[config.mk]
export PLATFORM = sky130hd
export DESIGN_NAME = apu_reg_encoder
export DESIGN_NICKNAME = d
export VERILOG_FILES = /design/src/rtl/apu_reg_encoder.sv
export SDC_FILE = /design/constraint.sdc
export NUM_CORES = 1
export LEC_CHECK = 0
export ABC_AREA = 0
export ABC_CLOCK_PERIOD_IN_PS = 3700
export CAP_MARGIN = 20
export CORE_UTILIZATION = 66
export DETAILED_ROUTE_END_ITERATION = 10
export DONT_BUFFER_PORTS = 1
export HOLD_SLACK_MARGIN = 0.1
export PLACE_DENSITY = 0.82
export SLEW_MARGIN = 40
export SYNTH_ARGS = -nofsm -noshare
export SYNTH_HDL_FRONTEND = slang
export SYNTH_SLANG_ARGS = --single-unit
[constraint.sdc]
create_clock -name clk -period 3.7 [get_ports clk]
set_input_delay 0.37 -clock clk [delete_from_list [all_inputs] [get_ports clk]]
set_output_delay 0.37 -clock clk [all_outputs]
set_load 0.005 [all_outputs]
[src/rtl/apu_reg_encoder.sv]
// APU register link serial transmitter: framed sck/sdi writes.
// Optional even-parity 13th bit enabled by APU_ENC_PARITY_EN.
module apu_reg_encoder #(
   parameter int unsigned CLK_DIV = 4
) (
   input  logic       clk,
   input  logic       rst_n,
   input  logic       wr_valid,
   output logic       wr_ready,
   input  logic [2:0] wr_addr,
   input  logic [7:0] wr_data,
   output logic       sck,
   output logic       sdi,
   output logic       busy
);

`ifdef APU_ENC_PARITY_EN
   localparam int unsigned NBITS = 13;
`else
   localparam int unsigned NBITS = 12;
`endif
   localparam int unsigned PW = $clog2(CLK_DIV + 1);
   localparam logic [PW-1:0] PH_LAST = PW'(CLK_DIV - 1);
   localparam logic [3:0] BIT_LAST = 4'(NBITS - 1);

   typedef enum logic [1:0] {
      IDLE,
      SHIFT,
      GAP
   } state_e;

   state_e           state_q, state_d;
   logic [PW-1:0]    phase_q, phase_d;
   logic [3:0]       bit_q, bit_d;
   logic [NBITS-1:0] shreg_q, shreg_d;
   logic             sck_q, sck_d;
   logic             sdi_q, sdi_d;
   logic             gap_half_q, gap_half_d;
   logic [NBITS-1:0] frame;
   logic             phase_last;

`ifdef APU_ENC_PARITY_EN
   assign frame = {1'b1, wr_addr, wr_data, ^{wr_addr, wr_data}};
`else
   assign frame = {1'b1, wr_addr, wr_data};
`endif

   assign phase_last = (phase_q == PH_LAST);
   assign wr_ready   = (state_q == IDLE);
   assign busy       = (state_q != IDLE);
   assign sck        = sck_q;
   assign sdi        = sdi_q;

   always_comb begin
      state_d    = state_q;
      phase_d    = phase_q;
      bit_d      = bit_q;
      shreg_d    = shreg_q;
      sck_d      = sck_q;
      sdi_d      = sdi_q;
      gap_half_d = gap_half_q;
      unique case (state_q)
         IDLE: begin
            sck_d = 1'b0;
            sdi_d = 1'b0;
            if (wr_valid) begin
               state_d = SHIFT;
               shreg_d = frame;
               sdi_d   = frame[NBITS-1];
               phase_d = '0;
               bit_d   = '0;
            end
         end
         SHIFT: begin
            if (!phase_last) begin
               phase_d = phase_q + PW'(1);
            end else begin
               phase_d = '0;
               if (!sck_q) begin
                  sck_d = 1'b1;
               end else begin
                  sck_d = 1'b0;
                  if (bit_q == BIT_LAST) begin
                     state_d    = GAP;
                     sdi_d      = 1'b0;
                     bit_d      = '0;
                     shreg_d    = '0;
                     gap_half_d = 1'b0;
                  end else begin
                     // current bit sits in the MSB; next one is below it
                     bit_d   = bit_q + 4'd1;
                     sdi_d   = shreg_q[NBITS-2];
                     shreg_d = {shreg_q[NBITS-2:0], 1'b0};
                  end
               end
            end
         end
         GAP: begin
            sck_d = 1'b0;
            sdi_d = 1'b0;
            if (!phase_last) begin
               phase_d = phase_q + PW'(1);
            end else begin
               phase_d    = '0;
               gap_half_d = 1'b1;
               if (gap_half_q) begin
                  state_d    = IDLE;
                  gap_half_d = 1'b0;
               end
            end
         end
         default: begin
            state_d = IDLE;
            sck_d   = 1'b0;
            sdi_d   = 1'b0;
         end
      endcase
   end

   always_ff @(posedge clk or negedge rst_n) begin
      if (!rst_n) begin
         state_q    <= IDLE;
         phase_q    <= '0;
         bit_q      <= '0;
         shreg_q    <= '0;
         sck_q      <= 1'b0;
         sdi_q      <= 1'b0;
         gap_half_q <= 1'b0;
      end else begin
         state_q    <= state_d;
         phase_q    <= phase_d;
         bit_q      <= bit_d;
         shreg_q    <= shreg_d;
         sck_q      <= sck_d;
         sdi_q      <= sdi_d;
         gap_half_q <= gap_half_d;
      end
   end

endmodule

Word-level counts from Yosys, hierarchy flattened

Cells that the tools add are included.

Bits in registers: 23
Input port bits: 14
Output and inout bits: 4

Add/subtract/negate cells: 2
Equal/unequal tests: 10
Mux-type cells: 34
Reduce and logical (&&, ||, !) cells: 11

Operators with widths:

| kind                                           | count |
|---|---|
| 2-to-1 mux 11 bit                              | 4 |
| case mux 11 bit (2 select lines)               | 1 |
| 2-to-1 mux 4 bit                               | 4 |
| 2-to-1 mux 1 bit                               | 12 |
| 2-to-1 mux 2 bit                               | 6 |
| != test 2 bit (second input constant)          | 6 |
| case mux 4 bit (2 select lines)                | 1 |
| nonzero test 2 bit                             | 4 |
| 2-to-1 mux 3 bit                               | 2 |
| case mux 2 bit (3 select lines)                | 1 |
| case mux 3 bit (2 select lines)                | 1 |
| AND reduction 6 bit                            | 1 |
| AND reduction 5 bit                            | 1 |
| adder 4 x 1 -> 4 bit (second input constant)   | 1 |
| == test 4 bit (second input constant)          | 1 |
| case mux 1 bit (2 select lines)                | 2 |
| AND reduction 2 bit                            | 2 |
| AND reduction 4 bit                            | 1 |
| adder 3 x 1 -> 3 bit (second input constant)   | 1 |
| == test 3 x 2 -> 1 bit (second input constant) | 1 |
| == test 2 x 1 -> 1 bit (second input constant) | 1 |
| == test 2 bit (second input constant)          | 1 |
| zero test 2 bit                                | 1 |
| OR reduction 2 bit                             | 1 |

Depth between registers and ports, before layout

Depth in word-level cells: 5
Depth in mapped cells: 7
Mapped depth without buffers: 6

Worst setup path after synthesis

Ideal clock, no wire load.

Kind: register -> register
Start: register state_q[0]
End: register shreg_q[10]
Arrival time: 1,464 ps
Slack: 2,110 ps
Cell stages (with the launch flop): 7
Period minus slack after synthesis: 1,590 ps
Cell sequence: dfrtp_1 -> inv_1 -> ha_1 -> nor2_1 -> a211oi_4 -> buf_4 -> a21oi_1

Longest elaborated chain between the ends: 3
Elaborated cells between the ends (all ways): 8
Classes of those cells: eq/ne: 4; mux: 1; reduce/logical: 3

Ends and longest elaborated chain:

| what                                                          | RTL line | source |
|---|---|---|
| from (decl)                                                   | 32       | `state_e state_q, state_d;` |
| from (signal assigned)                                        | 130      | `state_q <= state_d;` |
| zero test 2 bit *                                             | --       |  |
| net wr_ready                                                  | 9        | `output logic wr_ready,` |
| != test 2 bit (no line) or nonzero test 2 bit (tied branches) | --       |  |
| AND reduction 4 bit (no line)                                 | --       |  |
| to (signal assigned)                                          | 133      | `shreg_q <= shreg_d;` |
| to (decl)                                                     | 35       | `logic [NBITS-1:0] shreg_q, shreg_d;` |

The timed path passes the listed nets; every way through them passes the cells marked *.
A chain may end at the register's enable or synchronous reset.

Worst setup path after layout

Start: register state_q[1]
End: register bit_q[2]

Longest elaborated chain between the ends: 3
Elaborated cells between the ends (all ways): 8
Classes of those cells: eq/ne: 4; mux: 1; reduce/logical: 3

Ends and longest elaborated chain:

| what                                                          | RTL line | source |
|---|---|---|
| == test 2 x 1 -> 1 bit or zero test 2 bit (tied branches)     | 62       | `unique case (state_q)` |
| != test 2 bit (no line) or nonzero test 2 bit (tied branches) | --       |  |
| AND reduction 4 bit (no line)                                 | --       |  |
| to (signal assigned)                                          | 132      | `bit_q <= bit_d;` |
| to (decl)                                                     | 34       | `logic [3:0] bit_q, bit_d;` |

Parallel ways exist; a longest one is shown, timed or not.

==> flow_metrics.tcl <==
set metrics [dict create \
    outcome "finished clean" \
    cts_resized 0 \
    wirelength_um 2310 \
    power_density_mw_per_mm2 293 \
    ys_warn_count 0 \
    grt_pass1_wl_um 3610 \
    power_leakage_nw 0.618 \
    via_per_inst 5.70 \
    die_x_um 46.0 \
    slowest_stage "ha_1" \
    maxSlewViolCount 0 \
    fin_skew_ns 0.00540 \
    r2r_start "state_q[1]" \
    cap_viol_max_count 0 \
    path_max_fanout 26 \
    clock_sinks 23 \
    synthCells 131 \
    dp_hpwl_um 1670 \
    criticalPathCategory "reg -> reg" \
    power_w 0.000390 \
    setup_viol 0 \
    worstSetupStartpointType "flop" \
    htreeDepth 1 \
    vias 901 \
    io_buffer_count 0 \
    hold_viol 0 \
    final_area_mm2 0.00133 \
    fp.coreArea_mm2 0.00176 \
    crit_path_end_kind "flop" \
    fin_crit_sh_pct 63.7 \
    cts.clk_slew.worst_paths_ns 0.13 \
    clockBufferDepth 2 \
    rsz0062_at_grt "false" \
    layoutNonFillerInstCount 158 \
    nFillCells 133 \
    die_area_mm2 0.00212 \
    cts-root-buf "clkbuf_4" \
    grt_overflow 0 \
    grt_usage_pct 24.9 \
    drcViolationCount 0 \
    crit_required_ns 3.92 \
    arrival_ns 2.57 \
    post_dp_cell_area_mm2 0.00129 \
    diodes 0 \
    fp-row-count 15 \
    wire_per_inst_um 14.6 \
    initial_core_util_pct 72.6 \
    ios 18 \
    crit_chain "inv_1 -> ha_1 -> nor2_1 -> a211oi_4 -> buf_4 -> a21boi_0 -> mux2i_1" \
    grt_max_degree 27 \
    tightest_slew_ns 0.753 \
    drtPass1Iterations 4 \
    drive_gt1_share_pct 12.0 \
    timing.critical_path.slowest_cell_delay_ns 0.65 \
    insertion_delay_ns 0.32 \
    postSynthAreaPerCell_um2 9.77 \
    yosysSeqAreaShare_pct 45.0 \
    area_growth_pct 3.81 \
    gp_congestion 0.818 \
    synthesis.area_mm2 0.00128 \
    place_inst 152 \
    hold_class "in -> reg" \
    fmax_ghz 0.424 \
    hp-start "wr_valid" \
    relSlewSlack_pct 49.8 \
    ys_seq_elements 23 \
    synth_nets 151 \
    period_needed_ns 2.36 \
    ir_worst_vdd_v 0.000213 \
    cts_tree "yes" \
    antenna_found_initial 0 \
    ant_nets 0 \
    ys_types 35 \
    fin_nets 154 \
    drt_iter0_drc 22 \
    cp-startpoint "state_q[1]" \
    die_h_um 46.0 \
    grt_pass1_vias 805 \
    cts-buffers-inserted 3 \
    setup_tns_ns 0 \
]
synth_stat cells:
library cell	number	area, um^2
a211oi_4	1	20.0
a21boi_0	1	7.51
a21o_1	1	7.51
a21oi_1	14	70.1
a21oi_2	8	70.1
a22o_1	1	8.76
a22oi_1	1	7.51
and2_1	2	12.5
and2b_1	1	7.51
and3_1	2	12.5
buf_2	2	10.0
buf_4	1	7.51
buf_6	1	11.3
clkbuf_1	1	3.75
dfrtp_1	23	576
ha_1	6	75.1
inv_1	8	30.0
mux2_1	1	11.3
mux2i_1	3	30.0
nand2_1	7	26.3
nand2b_1	2	12.5
nand3_1	3	15.0
nand3b_1	1	7.51
nand3b_4	1	20.0
nor2_1	12	45.0
nor2b_1	12	75.1
nor3b_1	1	7.51
nor4b_1	1	8.76
o2111a_1	1	11.3
o211ai_1	1	7.51
o21a_1	1	7.51
o21ai_0	7	35.0
o21ai_1	1	5.00
o2bb2ai_1	1	8.76
xnor2_1	1	8.76
worst paths after layout:
kind                              endpoint  slack [ns]  depth (start not counted)
worst max-delay path              bit_q[2]        1.34                          7
worst min-delay path                   sdi        0.32                          2
worst max register to register    bit_q[2]        1.34                          7
worst min register to register  phase_q[1]        0.50                          2
max in group asynchronous       state_q[1]        2.83                          2
min in group asynchronous         bit_q[1]        0.53                          2
cell usage in the layout (no fill, tap or decap), types with 2 or more instances in the layout:
master,Yosys,routed
a21oi_2,8,8
clkbuf_4,0,3
and3_1,2,2
nand2b_1,2,2
inv_1,8,8
nand2_1,7,7
nor2_1,12,12
nand3_1,3,3
ha_1,6,6
nor2b_1,12,12
dfrtp_1,23,23
mux2i_1,3,3
o21ai_0,7,7
a21oi_1,14,14
and2_1,2,2
power by group:
part	switching (W)	total [W]	internal, W
registers	0.00000165	0.000256	0.000254
logic	0.00000718	0.0000121	0.00000492
clock network	0.0000816	0.000122	0.0000406
total	0.0000904	0.000390	0.000300
timing repair:
action,in CTS,in global routing
setup buffers,0,0
hold buffers,1,1
hold endpoints to repair,23,23
registers in the layout (all words and copies together), names as in the netlist:
| name | flops |
|---|---|
| sck | 1 |
| phase_q | 3 |
| sdi | 1 |
| shreg_q | 11 |
| gap_half_q | 1 |
| bit_q | 4 |
| state_q | 2 |
routing by layer:
| metal | GRT usage, % | share of wire (%) |
|---|---|---|
| met2 | 38.0 | 47 |
| met3 | 6.35 | 3.6 |
| met4 | 11.2 | 1.9 |
| met5 | 0 | 0 |
| met1 | 33.0 | 47 |
worst max-delay path: cells and delay by family, from the launching register on:
family / cells / cell delay, ns
DFF: 1 / 0.43
buffers and inverters: 2 / 0.43
adders and majority gates: 1 / 0.65
AOI/OAI and AO/OA: 2 / 0.47
and+or+nand+nor: 1 / 0.18
muxes: 1 / 0.09
through the flow:
step                      utilization [%]  hold WS (ns)  setup slack, ns
final                                75.3         0.317             1.34
after CTS                            75.0         0.313             1.34
after global placement               72.9        0.0749             1.48
after floorplan                         -        0.0744             2.11
after detailed placement             72.9        0.0748             1.37
after global routing                 75.3         0.329             1.19
cells by family after synthesis:
group,count (synthesis),synth area share [%]
compound gates,39,20.8
xor+xnor,1,0.684
fa+ha+maj,6,5.86
buf+inv,13,4.89
flops,23,45.0
mux,4,3.23
simple gates,45,19.6
final cells by class:
cell class,count,area (um^2),share of cell area (%)
tap,25,31.3,2.35
clock buffer,3,22.5,1.69
timing repair buffer,3,22.5,1.69
multi-input combinational,95,642,48.3
sequential,23,576,43.3
inverter,8,30.0,2.26
clock inverter,1,5.00,0.377
No activity file was read; power rests on OpenSTA's default activity.
